### src/rtl/ram_loader.sv
// ram_loader: turns a length-prefixed byte stream into little-endian RAM word writes
// and holds the core in reset while loading. Optional trailing checksum: RAM_LOADER_CHECKSUM_EN.
module ram_loader #(
    parameter int DW        = 32,
    parameter int AW        = 12,
    parameter int MEM_NUM   = 4096,
    parameter int BASE_ADDR = 0
) (
    input  logic          clk,
    input  logic          rst,
    input  logic          start,
    input  logic          in_valid,
    input  logic [7:0]    in_data,
    output logic          in_ready,
    output logic          w_en,
    output logic [AW-1:0] w_addr_o,
    output logic [DW-1:0] w_data_o,
    output logic          hold_o,
    output logic          busy,
    output logic          done,
    output logic          err,
    output logic [AW:0]   word_cnt
);
    localparam int BPW = DW / 8;
    localparam int IW  = (BPW > 1) ? $clog2(BPW) : 1;

`ifdef RAM_LOADER_CHECKSUM_EN
    typedef enum logic [2:0] {S_IDLE, S_HDR, S_DATA, S_CHK, S_DONE, S_ERR} state_t;
`else
    typedef enum logic [2:0] {S_IDLE, S_HDR, S_DATA, S_DONE, S_ERR} state_t;
`endif

    state_t        state_q;
    logic          hdr_idx_q;
    logic [7:0]    len_lo_q;
    logic [15:0]   len_q;
    logic [IW-1:0] byte_idx_q;
    logic [DW-1:0] word_q;
    logic          ready_q, busy_q, hold_q, done_q, err_q, w_en_q;
    logic [AW-1:0] w_addr_q;
    logic [DW-1:0] w_data_q;
    logic [AW:0]   cnt_q;

    logic          hs, last_byte, last_word, len_zero, len_bad;
    logic [15:0]   len_d;
    logic [DW-1:0] word_d;
    logic [AW:0]   cnt_d;
`ifdef RAM_LOADER_CHECKSUM_EN
    logic [7:0]    sum_q, sum_d;
`endif

    always_comb begin
        hs        = in_valid && ready_q;
        len_d     = {in_data, len_lo_q};
        len_zero  = (len_d == 16'd0);
        len_bad   = (32'(len_d) > 32'(MEM_NUM));
        word_d    = word_q;
        word_d[8*int'(byte_idx_q) +: 8] = in_data;
        last_byte = (byte_idx_q == IW'(BPW - 1));
        cnt_d     = cnt_q + (AW+1)'(1);
        last_word = (32'(cnt_d) == 32'(len_q));
`ifdef RAM_LOADER_CHECKSUM_EN
        sum_d     = sum_q + in_data;
`endif
    end

    always_ff @(posedge clk or negedge rst) begin
        if (!rst) begin
            state_q    <= S_IDLE;
            hdr_idx_q  <= 1'b0;
            len_lo_q   <= '0;
            len_q      <= '0;
            byte_idx_q <= '0;
            word_q     <= '0;
            ready_q    <= 1'b0;
            busy_q     <= 1'b0;
            hold_q     <= 1'b0;
            done_q     <= 1'b0;
            err_q      <= 1'b0;
            w_en_q     <= 1'b0;
            w_addr_q   <= '0;
            w_data_q   <= '0;
            cnt_q      <= '0;
`ifdef RAM_LOADER_CHECKSUM_EN
            sum_q      <= '0;
`endif
        end else begin
            w_en_q <= 1'b0;
            case (state_q)
                S_IDLE, S_DONE, S_ERR: begin
                    if (start) begin
                        state_q    <= S_HDR;
                        ready_q    <= 1'b1;
                        busy_q     <= 1'b1;
                        hold_q     <= 1'b1;
                        done_q     <= 1'b0;
                        err_q      <= 1'b0;
                        cnt_q      <= '0;
                        hdr_idx_q  <= 1'b0;
                        byte_idx_q <= '0;
`ifdef RAM_LOADER_CHECKSUM_EN
                        sum_q      <= '0;
`endif
                    end
                end
                S_HDR: begin
                    if (hs) begin
                        hdr_idx_q <= 1'b1;
                        len_lo_q  <= in_data;
                        if (hdr_idx_q) begin
                            len_q <= len_d;
                            if (len_bad) begin
                                state_q <= S_ERR;
                                ready_q <= 1'b0;
                                busy_q  <= 1'b0;
                                hold_q  <= 1'b0;
                                err_q   <= 1'b1;
                            end else if (len_zero) begin
`ifdef RAM_LOADER_CHECKSUM_EN
                                state_q <= S_CHK;
`else
                                state_q <= S_DONE;
                                ready_q <= 1'b0;
                                busy_q  <= 1'b0;
                                hold_q  <= 1'b0;
                                done_q  <= 1'b1;
`endif
                            end else begin
                                state_q <= S_DATA;
                            end
                        end
                    end
                end
                S_DATA: begin
                    if (hs) begin
                        word_q     <= word_d;
                        byte_idx_q <= last_byte ? '0 : byte_idx_q + IW'(1);
`ifdef RAM_LOADER_CHECKSUM_EN
                        sum_q      <= sum_d;
`endif
                        if (last_byte) begin
                            // address wraps silently modulo 2^AW
                            w_en_q   <= 1'b1;
                            w_addr_q <= AW'(BASE_ADDR) + cnt_q[AW-1:0];
                            w_data_q <= word_d;
                            cnt_q    <= cnt_d;
                            if (last_word) begin
`ifdef RAM_LOADER_CHECKSUM_EN
                                state_q <= S_CHK;
`else
                                state_q <= S_DONE;
                                ready_q <= 1'b0;
                                busy_q  <= 1'b0;
                                hold_q  <= 1'b0;
                                done_q  <= 1'b1;
`endif
                            end
                        end
                    end
                end
`ifdef RAM_LOADER_CHECKSUM_EN
                S_CHK: begin
                    if (hs) begin
                        ready_q <= 1'b0;
                        busy_q  <= 1'b0;
                        hold_q  <= 1'b0;
                        if (sum_d == 8'd0) begin
                            state_q <= S_DONE;
                            done_q  <= 1'b1;
                        end else begin
                            state_q <= S_ERR;
                            err_q   <= 1'b1;
                        end
                    end
                end
`endif
                default: state_q <= S_IDLE;
            endcase
        end
    end

    assign in_ready = ready_q;
    assign w_en     = w_en_q;
    assign w_addr_o = w_addr_q;
    assign w_data_o = w_data_q;
    assign hold_o   = hold_q;
    assign busy     = busy_q;
    assign done     = done_q;
    assign err      = err_q;
    assign word_cnt = cnt_q;

endmodule

### config.mk
export PLATFORM = sky130hd
export DESIGN_NAME = ram_loader
export DESIGN_NICKNAME = d
export VERILOG_FILES = /design/src/rtl/ram_loader.sv
export SDC_FILE = /design/constraint.sdc
export NUM_CORES = 1
export LEC_CHECK = 0
export BUFFER_PORTS_ARGS = -buffer_cell sky130_fd_sc_hd__buf_4
export CORE_MARGIN = 2
export CORE_UTILIZATION = 30
export CTS_BUF_LIST = sky130_fd_sc_hd__clkbuf_4
export CTS_CLUSTER_SIZE = 20
export DETAILED_ROUTE_END_ITERATION = 8
export PLACE_DENSITY_LB_ADDON = 0.12
export SYNTH_ARGS = -nofsm -noshare
export SYNTH_HDL_FRONTEND = slang
export SYNTH_SLANG_ARGS = --single-unit
### constraint.sdc
create_clock -name clk -period 3.6 [get_ports clk]
set_input_delay 0.9 -clock clk [delete_from_list [all_inputs] [get_ports clk]]
set_output_delay 0.9 -clock clk [all_outputs]
set_load 0.05 [all_outputs]
==> run metrics, run 1 <==
status=complete, no violations; Syn Inst Count=543; Critical Path End=state_q[0]; VDD IR max=0.000332 V; CTS Sinks=123; Final Max Slew Viols=0; # DRC=0; Least-Margin Pin Slew=1.11 ns; critical path launch point type=flip-flop; first-pass GRT wire length=25400 um; Synth top cells by count=dfrtp_1, nor2_1, nand2_1; Hold WC Path Type=input port to asynchronous set/reset pin; Total Routing Usage GR=16.4%; die area=0.0202 mm^2; Slew headroom=25.6%; unrepaired setup endpoints after global routing=no; share of power burned in registers=52.3%; Worst Setup SP=word_cnt[5]; final hold vios=0; Routed WL=15800 um; Via density=5.22; HPWL after DPL=10600 um; Synth-to-Final Area Change=17.5%; Die Y=142 um; latest clock arrival within the worst-skew pair=0.54 ns; share of cells above drive strength 1=22.7%; initial antenna violation count=1; Yosys top cell area share=53.9%; gpl congestion=0.756; Multi-input gate area=0.00244 mm^2; post-route setup TNS=0 ns; total gr overflow=0; Crit Path Class=flip-flop to flip-flop; Mean Syn Cell Area=10.5 um^2; Yosys reg bits=123; IO Pins=75; area taken by flip-flops and latches=0.00308 mm^2; internal power=2.19 mW; Cell Area, Placed=0.00649 mm^2; Comb pwr share=22.9%; RR Endpoint=state_q[0]; CTS hold repair buffers=0; clock skew=0.0150 ns; CTS max path bufs=2; largest net degree at the start of global routing=53; Filler cells=1879; R2R cell count=6; PD cells=493 mW/mm^2; P_leak=3.19 nW; CP Data Required Time=4.08 ns; P_sw=1.12 mW; post-CTS sizing=0; vias after detailed routing=4460; post-route ant nets=0; vias in the first global route=4522; TritonCTS clock tree=done; starting DRC count in detailed routing=340; Routed wire per std cell=18.5 um; fraction of registers with async set/reset=100%; most frequent cell after synthesis=dfrtp_1; Clk pin slew, worst setup/hold paths=0.11 ns; pre-CTS setup slack=0.745 ns; crit end category=flip-flop; FMAX=366 MHz; Initial Util=30.5%; Root Driver=clkbuf_4; Mapped Nets=562; fraction of power spent switching nets=33.9%; Cell Area, Synth=0.00571 mm^2; period utilization=75.9%; PnR worst setup slack=0.868 ns; cell row count=50; H-tree depth=4; WP data arrival=3.21 ns; TritonCTS Buffers=17; largest area contributor in the netlist=dfrtp_1; max-cap violations=0; Synth area leaders=dfrtp_1, nor2_1, a22o_1; Synth cell types=61; register area share after synthesis=53.9%; Worst R2R Start=word_cnt[5]; Max FO, Critical Path=9; Synth warnings=0; setup slack, reg-to-reg=0.87 ns; Post-synth EDFFs=0; nets=629; Die W=142 um; core area=0.0187 mm^2; Final Cell Area=0.00671 mm^2; Tmin final=2.73 ns; Port Buffers=74; # setup viols final=0; total setup buffers inserted after CTS=0; TritonRoute pass-1 iters=5; clock share of power=24.8%; prevailing post-synth register cell=dfrtp_1
-- layer usage --
| metal | share of wire (%) | GRT usage [%] |
|---|---|---|
| met4 | 2.2 | 6.47 |
| met5 | 0 | 0 |
| met2 | 44 | 23.8 |
| met1 | 49 | 23.8 |
| met3 | 5.0 | 3.50 |
-- cell families after synthesis --
kind of cell,count (synthesis),share of synthesized area (%)
multiplexers,25,4.93
XOR/XNOR,16,2.45
AO/OA/AOI/OAI,132,17.4
buffers and inverters,47,3.44
AND/OR/NAND/NOR,193,16.4
flip-flops,123,53.9
adder cells (fa/ha/maj),7,1.53
-- worst max-delay path, stage by stage, from the launching register on --
cell and delay, ns:
dfrtp_1 0.57, nand3_1 0.34, nor4_2 0.44, mux2_1 0.37, nor4_1 0.46, o2111a_1 0.35
a21o_1 0.13
-- metrics by stage --
stage | hold WS [ns] | total power [mW] | utilization (%) | cells
6_report | 0.367 | 3.31 | 35.9 | 855
5_1_grt | 0.373 | 3.50 | 35.9 | 855
4_1_cts | 0.360 | 3.35 | 35.9 | 854
3_5_place_dp | 0.471 | 2.51 | 34.7 | 825
3_3_place_gp | 0.465 | 2.50 | 34.7 | 825
2_1_floorplan | 0.466 | 2.27 | - | 543
-- power by group through the flow --
stage / Sequential, mW / Combinational, mW / Clock [mW]
6_report: 1.73 / 0.758 / 0.823
5_1_grt: 1.76 / 0.826 / 0.921
4_1_cts: 1.73 / 0.759 / 0.859
3_5_place_dp: 1.76 / 0.756 / 0
3_3_place_gp: 1.75 / 0.752 / 0
2_1_floorplan: 1.75 / 0.526 / 0
-- worst min path at each step --
stage                            start            to  cells after the start  slack (ns)
after floorplan             word_q[15]    word_q[15]                      1        0.47
after global placement     w_addr_o[7]   w_addr_o[7]                      2        0.46
after detailed placement  w_addr_o[10]  w_addr_o[10]                      2        0.47
after CTS                          rst   w_addr_o[1]                      1        0.36
after global routing               rst    state_q[2]                      1        0.37
final                              rst    state_q[2]                      1        0.37
-- cell usage in the layout, fill, tap and decap left out, types with 2 or more instances in the layout --
cell,Yosys,routed
a21o_1,4,4
a21oi_1,11,11
a221oi_1,32,32
a22o_1,34,34
a311oi_1,2,2
and2_1,2,2
and3_1,4,4
buf_4,3,83
clkbuf_4,0,17
clkinv_1,2,6
clkinv_2,1,6
clkinvlp_4,0,2
dfrtp_1,123,123
ha_1,7,7
inv_1,7,7
mux2_1,6,6
mux2_2,19,19
nand2_1,52,52
nand2b_1,4,4
nand3_1,10,10
nand4_1,3,3
nor2_1,84,84
nor2b_1,2,2
nor3_1,7,7
nor4_1,7,7
nor4_2,2,2
o2111ai_1,2,2
o21a_1,2,2
o21ai_0,18,18
o21ai_1,10,10
o21bai_1,2,2
o31ai_1,3,3
or3_1,3,3
xnor2_1,8,8
xor2_1,8,8
-- flip-flops by register name, indices dropped and copies added (netlist names) --
| register | flops |
|---|---|
| byte_idx_q | 2 |
| done | 1 |
| err | 1 |
| hdr_idx_q | 1 |
| hold_o | 1 |
| len_lo_q | 8 |
| len_q | 16 |
| state_q | 3 |
| w_addr_o | 12 |
| w_data_o | 32 |
| w_en | 1 |
| word_cnt | 13 |
| word_q | 32 |
-- final cells by class --
class | count | share of cell area, %
sequential | 123 | 45.9
multi-input combinational | 373 | 36.3
timing repair buffer | 84 | 9.58
tap | 234 | 4.36
clock buffer | 17 | 1.90
clock inverter | 12 | 1.27
inverter | 11 | 0.634
antenna | 1 | 0.0373
No activity file was read; power rests on OpenSTA's default activity.
==> run 2, diff against run 1 <==
- ABC_AREA: not set -> 1
- clock period: 3.6 -> 2.5 ns (I/O delays scaled with it)
==> run metrics, run 2 <==
Root Driver=clkbuf_4; CTS Sinks=123; post-CTS sizing=0; Crit Path Class=flip-flop to flip-flop; Port Buffers=74; Filler cells=2044; Final Max Slew Viols=0; mux share of post-synthesis cell area=0.189%; Post-synth EDFFs=0; period utilization=85.9%; Syn Inst Count=744; Clk pin slew, worst setup/hold paths=0.12 ns; largest family of logic cells by synthesized area=simple AND/OR/NAND/NOR gates; fraction of registers with async set/reset=100%; Comb pwr share=44.4%; PD cells=1110 mW/mm^2; WHS=0.386 ns; Synth area leaders=dfrtp_1, nand2_1, o21ai_0; largest net degree at the start of global routing=66; final hold vios=0; Die W=145 um; most frequent cells in the layout=nand2_1, dfrtp_1, buf_4, inv_1, o21ai_0; CP Data Required Time=2.92 ns; pre-CTS setup slack=0.328 ns; prevailing post-synth register cell=dfrtp_1; Tmin final=2.15 ns; crit end category=flip-flop; share of power burned in registers=38.2%; # DRC=0; Mapped Nets=763; gpl congestion=0.784; H-tree depth=4; Synth-to-Final Area Change=18.7%; Cell Area, Synth=0.00595 mm^2; IO Pins=75; TritonRoute pass-1 iters=5; Routed WL=15400 um; # setup viols final=0; unrepaired setup endpoints after global routing=no; Via density=4.59; Least-Margin Pin Slew=0.548 ns; commonest non-fill, non-tap cell in the layout=nand2_1; fraction of power spent switching nets=45.3%; register area share after synthesis=51.7%; VDD IR max=0.000571 V; Total Routing Usage GR=15.8%; first-pass GRT wire length=25700 um; Routed wire per std cell=14.0 um; post-route setup TNS=0 ns; TritonCTS clock tree=done; Post-Synth Simple-Gate Area=27.7%; nets=837; setup slack, reg-to-reg=0.35 ns; Post-Synth Adder-Cell Area=1.47%; critical path launch point type=flip-flop; Synth cell types=29; Die Y=145 um; vias in the first global route=4995; P_leak=3.44 nW; complex-gate fraction of the synthesized area=10.8%; initial antenna violation count=1; max-cap violations=0; post-route ant nets=0; die area=0.0210 mm^2; Slew headroom=63.5%; Yosys top cell area share=51.7%; cell row count=51; Synth top cells by count=nand2_1, dfrtp_1, inv_1; Synth Area in XOR/XNOR=0%; Mean Syn Cell Area=8.00 um^2; Initial Util=30.6%; core area=0.0195 mm^2; latest clock arrival within the worst-skew pair=0.55 ns; HPWL after DPL=10900 um; P_sw=3.57 mW; Yosys reg bits=123; most frequent cell after synthesis=nand2_1; Synth warnings=0; clock share of power=17.4%; WP data arrival=2.57 ns; total gr overflow=0; vias after detailed routing=5031; PnR worst setup slack=0.352 ns; largest area contributor in the netlist=dfrtp_1; Util after Layout=36.3%; Multi-input gate area=0.00240 mm^2; internal power=4.30 mW; area taken by flip-flops and latches=0.00308 mm^2; share of cells above drive strength 1=17.2%; CTS max path bufs=2; Hold WC Path Type=input port to flip-flop; clock skew=0.0238 ns; Max FO, Critical Path=6; TritonCTS Buffers=17; starting DRC count in detailed routing=293; status=complete, no violations; FMAX=466 MHz
run 2: cell count changes after synthesis, moves of 8 or more:
cell      delta
clkbuf_1    -17
inv_1       +75
nand4_1     +21
mux2_2      -18
o21ai_0     +54
nor2_1      -47
xor2_1       -8
o22ai_1     +21
nand3_1     +26
xnor2_1      -8
nor2_4       +8
nand2_1    +199
a22o_1      -34
a221oi_1    -32
run 2: cells by family after synthesis:
kind of cell / count (synthesis)
buffers and inverters: 115
multiplexers: 1
AND/OR/NAND/NOR: 377
flip-flops: 123
adder cells (fa/ha/maj): 7
AO/OA/AOI/OAI: 121
run 2: worst max-delay path: stages, from the launching register on:
cell and delay (ns):
dfrtp_1 0.47, ha_1 0.25, nand3_1 0.13, nor2_2 0.20, nand3_1 0.12, nand2_1 0.12
nand2_1 0.06, nand2_1 0.05, nand2_1 0.06, nor2_1 0.11, nand2_1 0.11, nand2_2 0.14
nand2_2 0.08, nand2_1 0.06, nand2_1 0.06
run 2: worst paths after layout:
kind | from | endpoint | cells after the start
min | in_data[4] | len_lo_q[4] | 3
max in group asynchronous | rst | len_lo_q[6] | 3
min in group asynchronous | rst | word_cnt[3] | 2
min reg2reg | w_data_o[12] | w_data_o[12] | 2
max reg2reg | word_cnt[0] | state_q[2] | 14
max | word_cnt[0] | state_q[2] | 14
run 2: routing by layer:
metal	vias up	routed length [um]	share of wire, %	global-route usage (%)
met4	0	185	1.2	4.65
met3	14	697	4.5	3.78
met5	-	0	0	0
li1	2547	-	-	-
met1	2365	7700	50	22.5
met2	105	6780	44	24.0
run 2: timing repair:
action                                  4_1_cts  5_1_grt
buffers inserted                              0        0
hold buffers                                  1        0
endpoints found under the hold margin         6        0
endpoints found under the setup margin        0        0
run 2: power by group through the flow:
| stage | sequential [mW] | combinational (mW) | clock (mW) |
|---|---|---|---|
| after detailed placement | 3.05 | 3.52 | 0 |
| final | 3.00 | 3.49 | 1.37 |
| after floorplan | 3.95 | 1.59 | 0 |
| after CTS | 3.01 | 3.54 | 1.43 |
| after global placement | 3.04 | 3.48 | 0 |
| after global routing | 3.10 | 3.89 | 1.52 |
run 2: cell type report:
| class | instances | area share, % |
|---|---|---|
| clock buffer | 18 | 1.91 |
| inverter | 84 | 4.50 |
| clock inverter | 13 | 1.82 |
| antenna | 1 | 0.0354 |
| tap | 265 | 4.69 |
| timing repair buffer | 86 | 9.53 |
| sequential | 123 | 43.6 |
| multi-input combinational | 506 | 34.0 |
run 2: per-stage QoR:
| step | std cells | power, mW | area, um^2 |
|---|---|---|---|
| 2_1_floorplan | 744 | 5.53 | 5950 |
| 3_3_place_gp | 1063 | 6.52 | 6790 |
| 3_5_place_dp | 1063 | 6.57 | 6790 |
| 4_1_cts | 1095 | 7.98 | 7060 |
| 5_1_grt | 1096 | 8.50 | 7070 |
| 6_report | 1096 | 7.87 | 7070 |
